File: config.mk
export PLATFORM = sky130hd
export DESIGN_NAME = pong_rally_ctrl_flat
export DESIGN_NICKNAME = d
export VERILOG_FILES = /design/src/rtl/pong_pkg.sv /design/src/rtl/pong_rally_ctrl_if.sv /design/src/rtl/strobe_counter.sv /design/src/rtl/pong_rally_ctrl.sv /design/src/flat_wrapper.sv
export SDC_FILE = /design/constraint.sdc
export NUM_CORES = 1
export LEC_CHECK = 0
export BUFFER_PORTS_ARGS = -buffer_cell sky130_fd_sc_hd__buf_2
export CAP_MARGIN = 25
export CORE_MARGIN = 8
export CORE_UTILIZATION = 58
export CTS_CLUSTER_DIAMETER = 100
export DETAILED_ROUTE_END_ITERATION = 16
export GPL_TIMING_DRIVEN = 0
export PLACE_DENSITY_LB_ADDON = 0.25
export SKIP_LAST_GASP = 1
export SLEW_MARGIN = 20
export SYNTH_ARGS = -nofsm -noshare
export SYNTH_HDL_FRONTEND = slang
export SYNTH_SLANG_ARGS = --single-unit
File: constraint.sdc
create_clock -name clk -period 2.7 [get_ports clk]
set_input_delay 0.54 -clock clk [delete_from_list [all_inputs] [get_ports clk]]
set_output_delay 0.54 -clock clk [all_outputs]
set_load 0.005 [all_outputs]
File: src/rtl/pong_pkg.sv
// Shared constants, state codes and helpers for the pong game sequencer.
package pong_pkg;

    localparam int unsigned STATE_W = 3;
    localparam int unsigned SCORE_W = 4;
    localparam int unsigned DIV_W   = 31;
    localparam int unsigned CNT_W   = 8;

    typedef enum logic [STATE_W-1:0] {
        ST_IDLE  = 3'd0,
        ST_SERVE = 3'd1,
        ST_RALLY = 3'd2,
        ST_POINT = 3'd3,
        ST_OVER  = 3'd4
    } state_e;

    localparam logic [SCORE_W-1:0] WIN_SCORE_DEF     = 4'd7;
    localparam logic [CNT_W-1:0]   SERVE_DELAY_DEF   = 8'd8;
    localparam logic [CNT_W-1:0]   POINT_HOLD_DEF    = 8'd16;
    localparam logic [DIV_W-1:0]   DIV_INIT_DEF      = 31'd4000000;
    localparam logic [DIV_W-1:0]   DIV_STEP_DEF      = 31'd250000;
    localparam logic [DIV_W-1:0]   DIV_MIN_DEF       = 31'd1000000;
    localparam logic [SCORE_W-1:0] HITS_PER_STEP_DEF = 4'd4;

    localparam logic SIDE_BAR1 = 1'b0;
    localparam logic SIDE_BAR2 = 1'b1;

    // Saturating decrement; the compare is done one bit wider so floor+step cannot wrap.
    function automatic logic [DIV_W-1:0] div_dec(input logic [DIV_W-1:0] cur,
                                                 input logic [DIV_W-1:0] step,
                                                 input logic [DIV_W-1:0] floor);
        if ({1'b0, cur} >= ({1'b0, floor} + {1'b0, step}))
            return cur - step;
        return floor;
    endfunction

endpackage

File: src/rtl/pong_rally_ctrl_if.sv
// Handshake bundle between the pong front end / ball logic and the rally sequencer.
interface pong_rally_ctrl_if;
    import pong_pkg::*;

    logic               start_i;
    logic               ball_tick_i;
    logic               hit_i;
    logic               miss1_i;
    logic               miss2_i;
    logic               ball_run_o;
    logic               ball_load_o;
    logic               serve_side_o;
    logic [DIV_W-1:0]   step_div_o;
    logic [SCORE_W-1:0] score1_o;
    logic [SCORE_W-1:0] score2_o;
    logic               game_over_o;
    logic [STATE_W-1:0] state_o;

    modport master (
        output start_i, ball_tick_i, hit_i, miss1_i, miss2_i,
        input  ball_run_o, ball_load_o, serve_side_o, step_div_o,
               score1_o, score2_o, game_over_o, state_o
    );

    modport slave (
        input  start_i, ball_tick_i, hit_i, miss1_i, miss2_i,
        output ball_run_o, ball_load_o, serve_side_o, step_div_o,
               score1_o, score2_o, game_over_o, state_o
    );

endinterface

File: src/rtl/strobe_counter.sv
// Counts strobes up to a runtime target; done_c fires on the target-th strobe, clr_i wins over strobe_i.
module strobe_counter
    import pong_pkg::*;
(
    input  logic             clk,
    input  logic             rst,
    input  logic             clr_i,
    input  logic             strobe_i,
    input  logic [CNT_W-1:0] n_i,
    output logic             done_c
);

    logic [CNT_W-1:0] cnt_q, cnt_d;

    always_comb begin
        cnt_d  = cnt_q;
        done_c = 1'b0;
        if (clr_i) begin
            cnt_d = '0;
        end else if (strobe_i) begin
            if (cnt_q + CNT_W'(1) == n_i) begin
                done_c = 1'b1;
                cnt_d  = '0;
            end else begin
                cnt_d = cnt_q + CNT_W'(1);
            end
        end
    end

    always_ff @(posedge clk or posedge rst) begin
        if (rst) cnt_q <= '0;
        else     cnt_q <= cnt_d;
    end

endmodule

File: src/rtl/pong_rally_ctrl.sv
// Pong game sequencer: serve/rally/point/game-over flow, scores and ball speed-up.
module pong_rally_ctrl
    import pong_pkg::*;
#(
    parameter logic [SCORE_W-1:0] WIN_SCORE     = WIN_SCORE_DEF,
    parameter logic [CNT_W-1:0]   SERVE_DELAY   = SERVE_DELAY_DEF,
    parameter logic [CNT_W-1:0]   POINT_HOLD    = POINT_HOLD_DEF,
    parameter logic [DIV_W-1:0]   DIV_INIT      = DIV_INIT_DEF,
    parameter logic [DIV_W-1:0]   DIV_STEP      = DIV_STEP_DEF,
    parameter logic [DIV_W-1:0]   DIV_MIN       = DIV_MIN_DEF,
    parameter logic [SCORE_W-1:0] HITS_PER_STEP = HITS_PER_STEP_DEF
) (
    input  logic              clk,
    input  logic              rst,
    pong_rally_ctrl_if.slave  bus
);

    state_e             state_q, state_d;
    logic               entry_q;
    logic               ball_run_q, ball_run_d;
    logic               ball_load_q, ball_load_d;
    logic               side_q, side_d;
    logic [DIV_W-1:0]   div_q, div_d;
    logic [SCORE_W-1:0] s1_q, s1_d;
    logic [SCORE_W-1:0] s2_q, s2_d;
    logic [SCORE_W-1:0] hits_q, hits_d;
    logic               over_q, over_d;

    logic               tick_done_c;
    logic               cnt_strobe_c;
    logic [CNT_W-1:0]   cnt_target_c;

    // Clearing during the first cycle of a state keeps an entry-cycle tick uncounted.
    assign cnt_strobe_c = bus.ball_tick_i & ((state_q == ST_SERVE) | (state_q == ST_POINT));
    assign cnt_target_c = (state_q == ST_SERVE) ? SERVE_DELAY : POINT_HOLD;

    strobe_counter u_tick_cnt (
        .clk      (clk),
        .rst      (rst),
        .clr_i    (entry_q),
        .strobe_i (cnt_strobe_c),
        .n_i      (cnt_target_c),
        .done_c   (tick_done_c)
    );

    always_comb begin
        state_d     = state_q;
        ball_load_d = 1'b0;
        side_d      = side_q;
        div_d       = div_q;
        s1_d        = s1_q;
        s2_d        = s2_q;
        hits_d      = hits_q;
        case (state_q)
            ST_IDLE, ST_OVER: begin
                if (bus.start_i) begin
                    state_d     = ST_SERVE;
                    s1_d        = '0;
                    s2_d        = '0;
                    side_d      = SIDE_BAR1;
                    div_d       = DIV_INIT;
                    hits_d      = '0;
                    ball_load_d = 1'b1;
                end
            end
            ST_SERVE: begin
                if (tick_done_c) state_d = ST_RALLY;
            end
            ST_RALLY: begin
                if (bus.miss1_i && bus.miss2_i) begin
                    state_d = ST_POINT;
                end else if (bus.miss1_i) begin
                    s2_d    = s2_q + SCORE_W'(1);
                    side_d  = SIDE_BAR1;
                    state_d = ST_POINT;
                end else if (bus.miss2_i) begin
                    s1_d    = s1_q + SCORE_W'(1);
                    side_d  = SIDE_BAR2;
                    state_d = ST_POINT;
                end else if (bus.hit_i) begin
                    if (hits_q + SCORE_W'(1) == HITS_PER_STEP) begin
                        hits_d = '0;
                        div_d  = div_dec(div_q, DIV_STEP, DIV_MIN);
                    end else begin
                        hits_d = hits_q + SCORE_W'(1);
                    end
                end
            end
            ST_POINT: begin
                if (tick_done_c) begin
                    if ((s1_q == WIN_SCORE) || (s2_q == WIN_SCORE)) begin
                        state_d = ST_OVER;
                    end else begin
                        state_d     = ST_SERVE;
                        ball_load_d = 1'b1;
                        div_d       = DIV_INIT;
                        hits_d      = '0;
                    end
                end
            end
            default: state_d = ST_IDLE;
        endcase
        ball_run_d = (state_d == ST_RALLY);
        over_d     = (state_d == ST_OVER);
    end

    always_ff @(posedge clk or posedge rst) begin
        if (rst) begin
            state_q     <= ST_IDLE;
            entry_q     <= 1'b0;
            ball_run_q  <= 1'b0;
            ball_load_q <= 1'b0;
            side_q      <= SIDE_BAR1;
            div_q       <= DIV_INIT;
            s1_q        <= '0;
            s2_q        <= '0;
            hits_q      <= '0;
            over_q      <= 1'b0;
        end else begin
            state_q     <= state_d;
            entry_q     <= (state_d != state_q);
            ball_run_q  <= ball_run_d;
            ball_load_q <= ball_load_d;
            side_q      <= side_d;
            div_q       <= div_d;
            s1_q        <= s1_d;
            s2_q        <= s2_d;
            hits_q      <= hits_d;
            over_q      <= over_d;
        end
    end

    assign bus.state_o      = state_q;
    assign bus.ball_run_o   = ball_run_q;
    assign bus.ball_load_o  = ball_load_q;
    assign bus.serve_side_o = side_q;
    assign bus.step_div_o   = div_q;
    assign bus.score1_o     = s1_q;
    assign bus.score2_o     = s2_q;
    assign bus.game_over_o  = over_q;

endmodule
File: src/flat_wrapper.sv
// flat-port wrapper written by rule: the top's interface ports become plain ports
module pong_rally_ctrl_flat import pong_pkg::*;
#(
    parameter logic [SCORE_W-1:0] WIN_SCORE     = WIN_SCORE_DEF,
    parameter logic [CNT_W-1:0]   SERVE_DELAY   = SERVE_DELAY_DEF,
    parameter logic [CNT_W-1:0]   POINT_HOLD    = POINT_HOLD_DEF,
    parameter logic [DIV_W-1:0]   DIV_INIT      = DIV_INIT_DEF,
    parameter logic [DIV_W-1:0]   DIV_STEP      = DIV_STEP_DEF,
    parameter logic [DIV_W-1:0]   DIV_MIN       = DIV_MIN_DEF,
    parameter logic [SCORE_W-1:0] HITS_PER_STEP = HITS_PER_STEP_DEF
)
  (clk, rst, bus_start_i, bus_ball_tick_i, bus_hit_i, bus_miss1_i, bus_miss2_i, bus_ball_run_o, bus_ball_load_o, bus_serve_side_o, bus_step_div_o, bus_score1_o, bus_score2_o, bus_game_over_o, bus_state_o);
  pong_rally_ctrl_if bus_i ();
  input  logic clk;
  input  logic rst;
  input wire logic [$bits(bus_i.start_i)-1:0] bus_start_i;
  input wire logic [$bits(bus_i.ball_tick_i)-1:0] bus_ball_tick_i;
  input wire logic [$bits(bus_i.hit_i)-1:0] bus_hit_i;
  input wire logic [$bits(bus_i.miss1_i)-1:0] bus_miss1_i;
  input wire logic [$bits(bus_i.miss2_i)-1:0] bus_miss2_i;
  output wire logic [$bits(bus_i.ball_run_o)-1:0] bus_ball_run_o;
  output wire logic [$bits(bus_i.ball_load_o)-1:0] bus_ball_load_o;
  output wire logic [$bits(bus_i.serve_side_o)-1:0] bus_serve_side_o;
  output wire logic [$bits(bus_i.step_div_o)-1:0] bus_step_div_o;
  output wire logic [$bits(bus_i.score1_o)-1:0] bus_score1_o;
  output wire logic [$bits(bus_i.score2_o)-1:0] bus_score2_o;
  output wire logic [$bits(bus_i.game_over_o)-1:0] bus_game_over_o;
  output wire logic [$bits(bus_i.state_o)-1:0] bus_state_o;
  assign bus_i.start_i = bus_start_i;
  assign bus_i.ball_tick_i = bus_ball_tick_i;
  assign bus_i.hit_i = bus_hit_i;
  assign bus_i.miss1_i = bus_miss1_i;
  assign bus_i.miss2_i = bus_miss2_i;
  assign bus_ball_run_o = bus_i.ball_run_o;
  assign bus_ball_load_o = bus_i.ball_load_o;
  assign bus_serve_side_o = bus_i.serve_side_o;
  assign bus_step_div_o = bus_i.step_div_o;
  assign bus_score1_o = bus_i.score1_o;
  assign bus_score2_o = bus_i.score2_o;
  assign bus_game_over_o = bus_i.game_over_o;
  assign bus_state_o = bus_i.state_o;
  pong_rally_ctrl #(.WIN_SCORE(WIN_SCORE), .SERVE_DELAY(SERVE_DELAY), .POINT_HOLD(POINT_HOLD), .DIV_INIT(DIV_INIT), .DIV_STEP(DIV_STEP), .DIV_MIN(DIV_MIN), .HITS_PER_STEP(HITS_PER_STEP)) u_core (.clk(clk), .rst(rst), .bus(bus_i));
endmodule
==> metrics.md, run 1 <==
| Metric | Value |
|---|---|
| Outcome | completed |
| # diodes | 0 |
| TritonCTS Buffers | 5 |
| Tightest Pin Transition | 0.738 ns |
| Site row count | 28 |
| Die area | between 8000 and 9000 µm² |
| Asr flop ratio synth | 100% |
| Post-synthesis sequential area ratio | between 30% and 40% |
| WL final | approximately 9000 µm |
| Prevailing post-synth register cell | dfrtp_1 |
| Max Clock Freq | about 0.38 GHz |
| Arrival time worst endpoint | roughly 2.8 ns |
| Critical Path End Type | register |
| Initial antenna violation count | 0 |
| Starting DRC count in detailed routing | ~270 |
| Clock sink count | between 50 and 60 |
| Drc violations | 0 |
| Commonest non-fill, non-tap cells in the layout | 57 x buf_2, 48 x dfrtp_1, 33 x nand2_1 |
| Gr ovfl total | 0 |
| Worst setup margin | around 0.09 ns |
| Crit share post-route | 96.6% |
| Nets@finish | 472 |
| Clock skew | about 0.016 ns |
| Worst Path Required | about 2.9 ns |
| Lkg Pwr | about 1.8 nW |
| Clk buf depth | 2 |
| All-Layer GR Usage | around a fifth |
| Register area | 1390 µm² |
| Synth top area cells | dfrtp_1 33%, dfstp_2 5.1%, nand2_1 3.4% |
| Width of the die | roughly 95 µm |
| Share of cells above drive strength 1 | around a quarter |
| Crit path time final | about 2.6 ns |
| Slew HR | about half |
| Routed len/inst | between 15 and 20 µm |
| Synth Cell Area | about 3600 µm² |
| Vias per cell | roughly 6.2 |
| Clock latency on the worst-skew pair | around 0.31 ns |
| IO buf count | between 40 and 50 |
| Die Span Y | ~95 µm |
| Root buffer cell | clkbuf_8 |
| IO Pins | 53 |
| GP Congestion | around 0.9 |
| Power Density | around 870 nW/µm² |
| EDFF count, synth | 0 |
| DP Wirelength | roughly 6600 µm |
| Top-area cell type share of the netlist area | 33.4% |
| Worst hold margin | around 0.33 ns |
| Core region area | approximately 6000 µm² |
| Area of the multi-input gates | 2000 µm² |
| Tightest Hold Check Type | in2async |
| Worst slack at placement | approximately 0.075 ns |
| VDD IR max | roughly 0.45 mV |
| Final hold violations | 0 |
| Worst-path fanout max | 10 |
| Maxcap violations | 0 |
| Count of final max-slew check failures | 0 |
| Library cells used by synthesis | 74 |
| Critical setup path kind | reg2reg |
| Final Util | 68.6% |
| # setup viols final | 0 |
| Gate Count Post-Synth | 400 |
| Worst R2R Setup Slack | 0.09 ns |
| CTS tree | built |
| Number of global-route vias before repair | 3250 |
| Largest net degree at the start of global routing | 56 |
| Most common cell after layout, fill and taps aside | buf_2 |
| Synth Warn # | 0 |
| CTS HTree Levels | 2 |
| First-pass GRT wire length | roughly 15000 µm |
| Number of synthesized register bits | 55 |
| Syn_area_per_cell | about 9.0 µm² |
| Post-route antenna net violation count | 0 |
| Area growth syn-to-layout | 13.5% |
| Number of fill cells | around 500 |
| DR vias | approximately 3300 |
| Initial Utilization | around three fifths |
| Unrepaired setup endpoints after global routing | true |
| Cell taking the most area after synthesis | dfrtp_1 |
| Clock slew at reported path FFs | roughly 0.11 ns |
| Count of hold-fix buffers inserted at cts | 0 |
| Drt pass-1 iters | 6 |
| CP Launch Type | register |
==> routing by layer <==
metal / vias to the layer above / global-route usage (%) / wire, µm
li1: 1589 / - / -
met1: 1586 / 25.5 / 3870
met2: 133 / 36.4 / 4590
met3: 11 / 3.57 / 609
met4: 0 / 5.85 / 96
met5: - / 0 / 0
==> sequential cells by signal, summed over array words and instances, names as in the netlist <==
name	cells
u_core.bus.step_div_o	27
u_core.u_tick_cnt.cnt_q	8
u_core.bus.score1_o	4
u_core.bus.score2_o	4
u_core.hits_q	4
u_core.bus.state_o	3
u_core.bus.ball_load_o	1
u_core.bus.ball_run_o	1
u_core.bus.game_over_o	1
u_core.bus.serve_side_o	1
u_core.entry_q	1
==> report_power, final <==
part	switching, mW	internal, mW	leakage (nW)
Sequential	0.243	1.04	0.702
Clock	0.277	0.277	0.0514
Combinational	1.01	0.697	1.03
==> path summary, 6_finish.rpt <==
check / start / endpoint / cells after the start
hold reg to reg: u_core.bus.step_div_o[11]$_DFFE_PP1P_ / u_core.bus.step_div_o[11]$_DFFE_PP1P_ / 2
min in group clk: u_core.bus.step_div_o[11]$_DFFE_PP1P_ / u_core.bus.step_div_o[11]$_DFFE_PP1P_ / 2
setup / recovery: u_core.bus.state_o[2]$_DFF_PP0_ / u_core.bus.step_div_o[5]$_DFFE_PP0P_ / 10
hold / removal: rst / u_core.u_tick_cnt.cnt_q[5]$_DFFE_PP0P_ / 2
setup reg to reg: u_core.bus.state_o[2]$_DFF_PP0_ / u_core.bus.step_div_o[5]$_DFFE_PP0P_ / 10
max in group asynchronous: rst / u_core.bus.step_div_o[6]$_DFFE_PP0P_ / 2
==> kinds of logic (layout without fill, tap and decap cells) <==
family | Yosys count | after routing | synth area share, %
adder cells (fa/ha/maj) | 7 | 7 | 2.43
AND/OR/NAND/NOR | 153 | 153 | 22.7
AO/OA/AOI/OAI | 118 | 118 | 24.8
multiplexers | 5 | 5 | 1.60
buffers and inverters | 51 | 107 | 6.89
flip-flops | 55 | 55 | 38.5
XOR/XNOR | 10 | 10 | 2.96
other | 1 | 4 | 0.104
==> critical path, stage by stage (launching register included) <==
cell and delay, ns:
dfrtp_1 0.41, buf_2 0.18, nand3b_1 0.20, buf_2 0.21, nor4_2 0.41, mux2i_4 0.18, o21a_1 0.22, buf_6 0.14
buf_4 0.19, nor2_1 0.22, o21ai_0 0.12
==> timing repair <==
action	CTS	global route
endpoints found under the setup margin	0	29
resized for setup	0	5
buffers inserted	0	1
==> layout make-up <==
class	count	area share (%)
Sequential cell	55	33.9
Multi-Input combinational cell	297	48.9
Buffer	26	3.80
Timing Repair Buffer	49	6.07
Clock buffer	6	1.78
Inverter	24	2.27
Tap cell	75	2.30
Clock inverter	2	0.919
==> cells in the mapped netlist (8+ instances only) <==
library cell,number
a211oi_2,9
nor2_1,31
a211oi_1,10
a21oi_1,16
nand3_1,13
nand2_1,33
o21ai_0,16
a31oi_1,8
dfrtp_1,48
nor3_1,16
o22ai_1,13
buf_2,9
o22a_1,8
inv_1,24
==> stage by stage <==
step	cell area [µm²]	power [mW]	cells	TNS [ns]
floorplan	3610	2.47	403	0
global placement	3940	2.90	526	0
detailed placement	3950	2.96	526	0
CTS	4060	3.52	534	0
global route	4080	3.79	534	-0.0122
finish	4080	3.54	534	0
Power figures use the tool's default switching activity.
==> run 2, diff against run 1 <==
--- a/config.mk
+++ b/config.mk
@@ -17,4 +17,5 @@
 export SLEW_MARGIN = 20
 export SYNTH_ARGS = -nofsm -noshare
 export SYNTH_HDL_FRONTEND = slang
+export SYNTH_HIERARCHICAL = 1
 export SYNTH_SLANG_ARGS = --single-unit
==> run 2 against run 1 <==
Against the previous run:
- the run now ends with setup timing left
- flip-flop and latch count did not move
- global-route usage is 1.6 points higher
- non-clock buffer count increased by 21
- synthesized cell count shrank 0.25%
- critical endpoint is now u_core/bus.step_div_o[23]$_DFFE_PP0P_
- highest routed layer unchanged
==> metrics.md, run 2 <==
| Metric | Value |
|---|---|
| Post-synthesis sequential area ratio | 38.4% (-0.12 points) |
| Worst path slowest cell | dfrtp_2 |
| Core region area | 5960 µm² (unchanged) |
| Maxcap violations | 0 (unchanged) |
| VDD IR max | 0.537 mV (+19%) |
| Worst setup margin | -0.290 ns (-0.382 ns) |
| Asr flop ratio synth | 100% (unchanged) |
| Cell taking the most area after synthesis | dfrtp_1 |
| # diodes | 0 (unchanged) |
| IO Pins | 53 (unchanged) |
| EDFF count, synth | 0 (unchanged) |
| Drt pass-1 iters | 4 (-2) |
| Worst Path Required | 2.86 ns (-0.02 ns) |
| Lkg Pwr | 2.06 nW (+16%) |
| Gate Count Post-Synth | 399 (-0.25%) |
| WL final | 10300 µm (+12%) |
| DR vias | 3568 (+7.5%) |
| Count of final max-slew check failures | 0 (unchanged) |
| All-Layer GR Usage | 22.3% (+1.6 points) |
| Share of cells above drive strength 1 | 34.6% (+9.4 points) |
| Largest net degree at the start of global routing | 32 (-43%) |
| Syn_area_per_cell | 9.04 µm² (+0.56%) |
| First-pass GRT wire length | 16300 µm (+6.9%) |
| Clock sink count | 55 (unchanged) |
| Area growth syn-to-layout | 28.3% |
| Top-area cell type share of the netlist area | 33.3% (-0.10 points) |
| Root buffer cell | clkbuf_8 |
| Critical setup path kind | reg2reg |
| Gr ovfl total | 0 (unchanged) |
| Nets@finish | 501 (+6.1%) |
| Vias per cell | 6.34 (+2.0%) |
| Max Clock Freq | 0.334 GHz (-13%) |
| Starting DRC count in detailed routing | 226 (-17%) |
| Synth Cell Area | 3610 µm² (+0.31%) |
| Most common cell after layout, fill and taps aside | buf_2 |
| Critical Path End Type | register |
| Clock skew | 0.0151 ns (-0.000690 ns) |
| Most frequent cells after synthesis | 48 x dfrtp_1, 30 x a21oi_1, 30 x nor2_1, 29 x nand2_1, 22 x o21ai_0 |
| Number of global-route vias before repair | 3390 (+4.3%) |
| Library cells used by synthesis | 72 (-2.7%) |
| Crit path time final | 2.99 ns (+0.382 ns) |
| Site row count | 28 (unchanged) |
| Number of synthesized register bits | 55 (unchanged) |
| Commonest non-fill, non-tap cells in the layout | 51 x buf_2, 44 x dfrtp_1, 27 x nand2_1 |
| Die Span Y | 94.9 µm (+0.13%) |
| Outcome | finished, violations left |
| Die area | 9000 µm² (+0.25%) |
| TritonCTS Buffers | 5 (unchanged) |
| Synth top area cells | dfrtp_1 33%, dfstp_2 5.1%, a21oi_1 4.2% |
| Failing checks | setup timing |
| # setup viols final | 31 (+31) |
| Post-route antenna net violation count | 0 (unchanged) |
| Initial antenna violation count | 0 (unchanged) |
| IO buf count | 48 (unchanged) |
| Power Density | 725 nW/µm² (-16%) |
| Clk buf depth | 2 (unchanged) |
| Max FFs per register | 27 (unchanged) |
| Final non-filler cell total | 563 (+5.4%) |
| Prevailing post-synth register cell | dfrtp_1 |
| Final hold violations | 0 (unchanged) |
| Tightest Pin Transition | 1.02 ns (+0.285 ns) |
| Count leader, synth | dfrtp_1 |
| Arrival time worst endpoint | 3.15 ns (+0.36 ns) |
| Clock slew at reported path FFs | 0.11 ns (about the same) |
| Count of hold-fix buffers inserted at cts | 0 (unchanged) |
| Number of fill cells | 410 (-17%) |
| Crit share post-route | 111% (+14 points) |
| Clock latency on the worst-skew pair | 0.32 ns (about the same) |
| Tightest Hold Check Type | in2async |
| Unrepaired setup endpoints after global routing | true |
| Placed cells | 534 (+1.5%) |
| Worst-path fanout max | 8 (-2) |
| Synth Warn # | 6 (+6) |
| DP Wirelength | 6860 µm (+3.8%) |
| Width of the die | 94.9 µm (+0.13%) |
| Initial Utilization | 60.6% (+0.19 points) |
| Slew HR | 31.6% (-19 points) |
| CP dominant cell by count | o21ai_4 |
| CTS HTree Levels | 2 (unchanged) |
| Final Util | 77.7% (+9.2 points) |
| Routed len/inst | 18.3 µm (+6.5%) |
| CTS tree | built |
| Critical Path, Cell by Cell | or3_4, xnor2_4, nor3_4, a31oi_4, nor4_4, and3b_2, nand3_4, o21ai_4, o21ai_4, buf_8, clkbuf_16, a21oi_4, o31ai_4 |
| Drc violations | 0 (unchanged) |
| CP Launch Type | register |
| GP Congestion | 0.848 (-3.6%) |
| Slowest stage delay, CP | 0.47 ns (+0.06 ns) |
[run 2: per-stage QoR]
step	cell area [µm²]	setup slack, ns	setup TNS (ns)	hold WS (ns)	total power [mW]
3_5_place_dp	4130	-0.700	-16.65	0.497	2.60
4_1_cts	4450	-0.348	-7.89	0.191	3.19
6_report	4630	-0.290	-6.31	0.188	3.35
5_1_grt	4630	-0.402	-10.16	0.210	3.56
3_3_place_gp	4110	-0.547	-13.81	0.489	2.54
2_1_floorplan	3770	-0.275	-6.13	0.356	2.22
[run 2: kinds of logic (layout without fill, tap and decap cells)]
kind of cell / count (synthesis) / count (layout) / synth area share [%]
AOI/OAI and AO/OA: 137 / 137 / 27.1
xor gates and xnor gates: 16 / 16 / 4.30
adders and majority gates: 7 / 7 / 2.43
buffers and inverters: 38 / 116 / 5.65
DFF: 55 / 55 / 38.4
muxes: 2 / 2 / 0.589
other: 1 / 12 / 0.104
and+or+nand+nor: 143 / 143 / 21.4
[run 2: critical path, delay by kind of cell, from the launching register on]
kind,cells,cell delay [ns]
buf+inv,2,0.34
compound gates,5,0.57
xor+xnor,1,0.19
simple gates,5,1.26
flops,1,0.47
[run 2: cell type report]
class	instances	area [µm²]	area share, %
tap	75	93.8	2.03
sequential	55	1390	30.0
inverter	12	52.6	1.14
clock buffer	7	96.3	2.08
buffer	25	219	4.73
timing repair buffer	71	440	9.52
multi-input combinational	317	2330	50.3
clock inverter	1	7.51	0.162
[run 2: layer usage]
| metal | share of wire [%] | up-vias | track usage [%] |
|---|---|---|---|
| met1 | 40 | 1760 | 26.3 |
| met4 | 2.3 | 0 | 8.45 |
| met3 | 5.4 | 27 | 4.13 |
| met5 | 0 | - | 0 |
| met2 | 53 | 126 | 39.5 |
| li1 | - | 1655 | - |
[run 2: path summary, 6_finish.rpt]
path                       cells after the start                                  start  slack, ns                                     end
max                                           13        u_core/bus.state_o[2]$_DFF_PP0_      -0.29   u_core/bus.step_div_o[23]$_DFFE_PP0P_
min                                            2                                    rst       0.19  u_core/u_tick_cnt/cnt_q[4]$_DFFE_PP0P_
max reg2reg                                   13        u_core/bus.state_o[2]$_DFF_PP0_      -0.29   u_core/bus.step_div_o[23]$_DFFE_PP0P_
min reg2reg                                    2  u_core/bus.step_div_o[20]$_DFFE_PP1P_       0.51   u_core/bus.step_div_o[20]$_DFFE_PP1P_
max in group asynchronous                      3                                    rst       1.92    u_core/bus.step_div_o[8]$_DFFE_PP1P_
min in group clk                               2  u_core/bus.step_div_o[20]$_DFFE_PP1P_       0.51   u_core/bus.step_div_o[20]$_DFFE_PP1P_
[run 2: power breakdown]
group          leakage, nW  switching [mW]  internal [mW]  total [mW]
combinational         1.31           0.869          0.728        1.60
clock               0.0505           0.270          0.234       0.504
sequential           0.704           0.237           1.02        1.25
[run 2: repair_timing]
action / in CTS / in global routing
setup buffers: 13 / 9
pin swaps: 11 / 9
cloned: 1 / 0
endpoints found under the setup margin: 32 / 33
resized for setup: 24 / 28
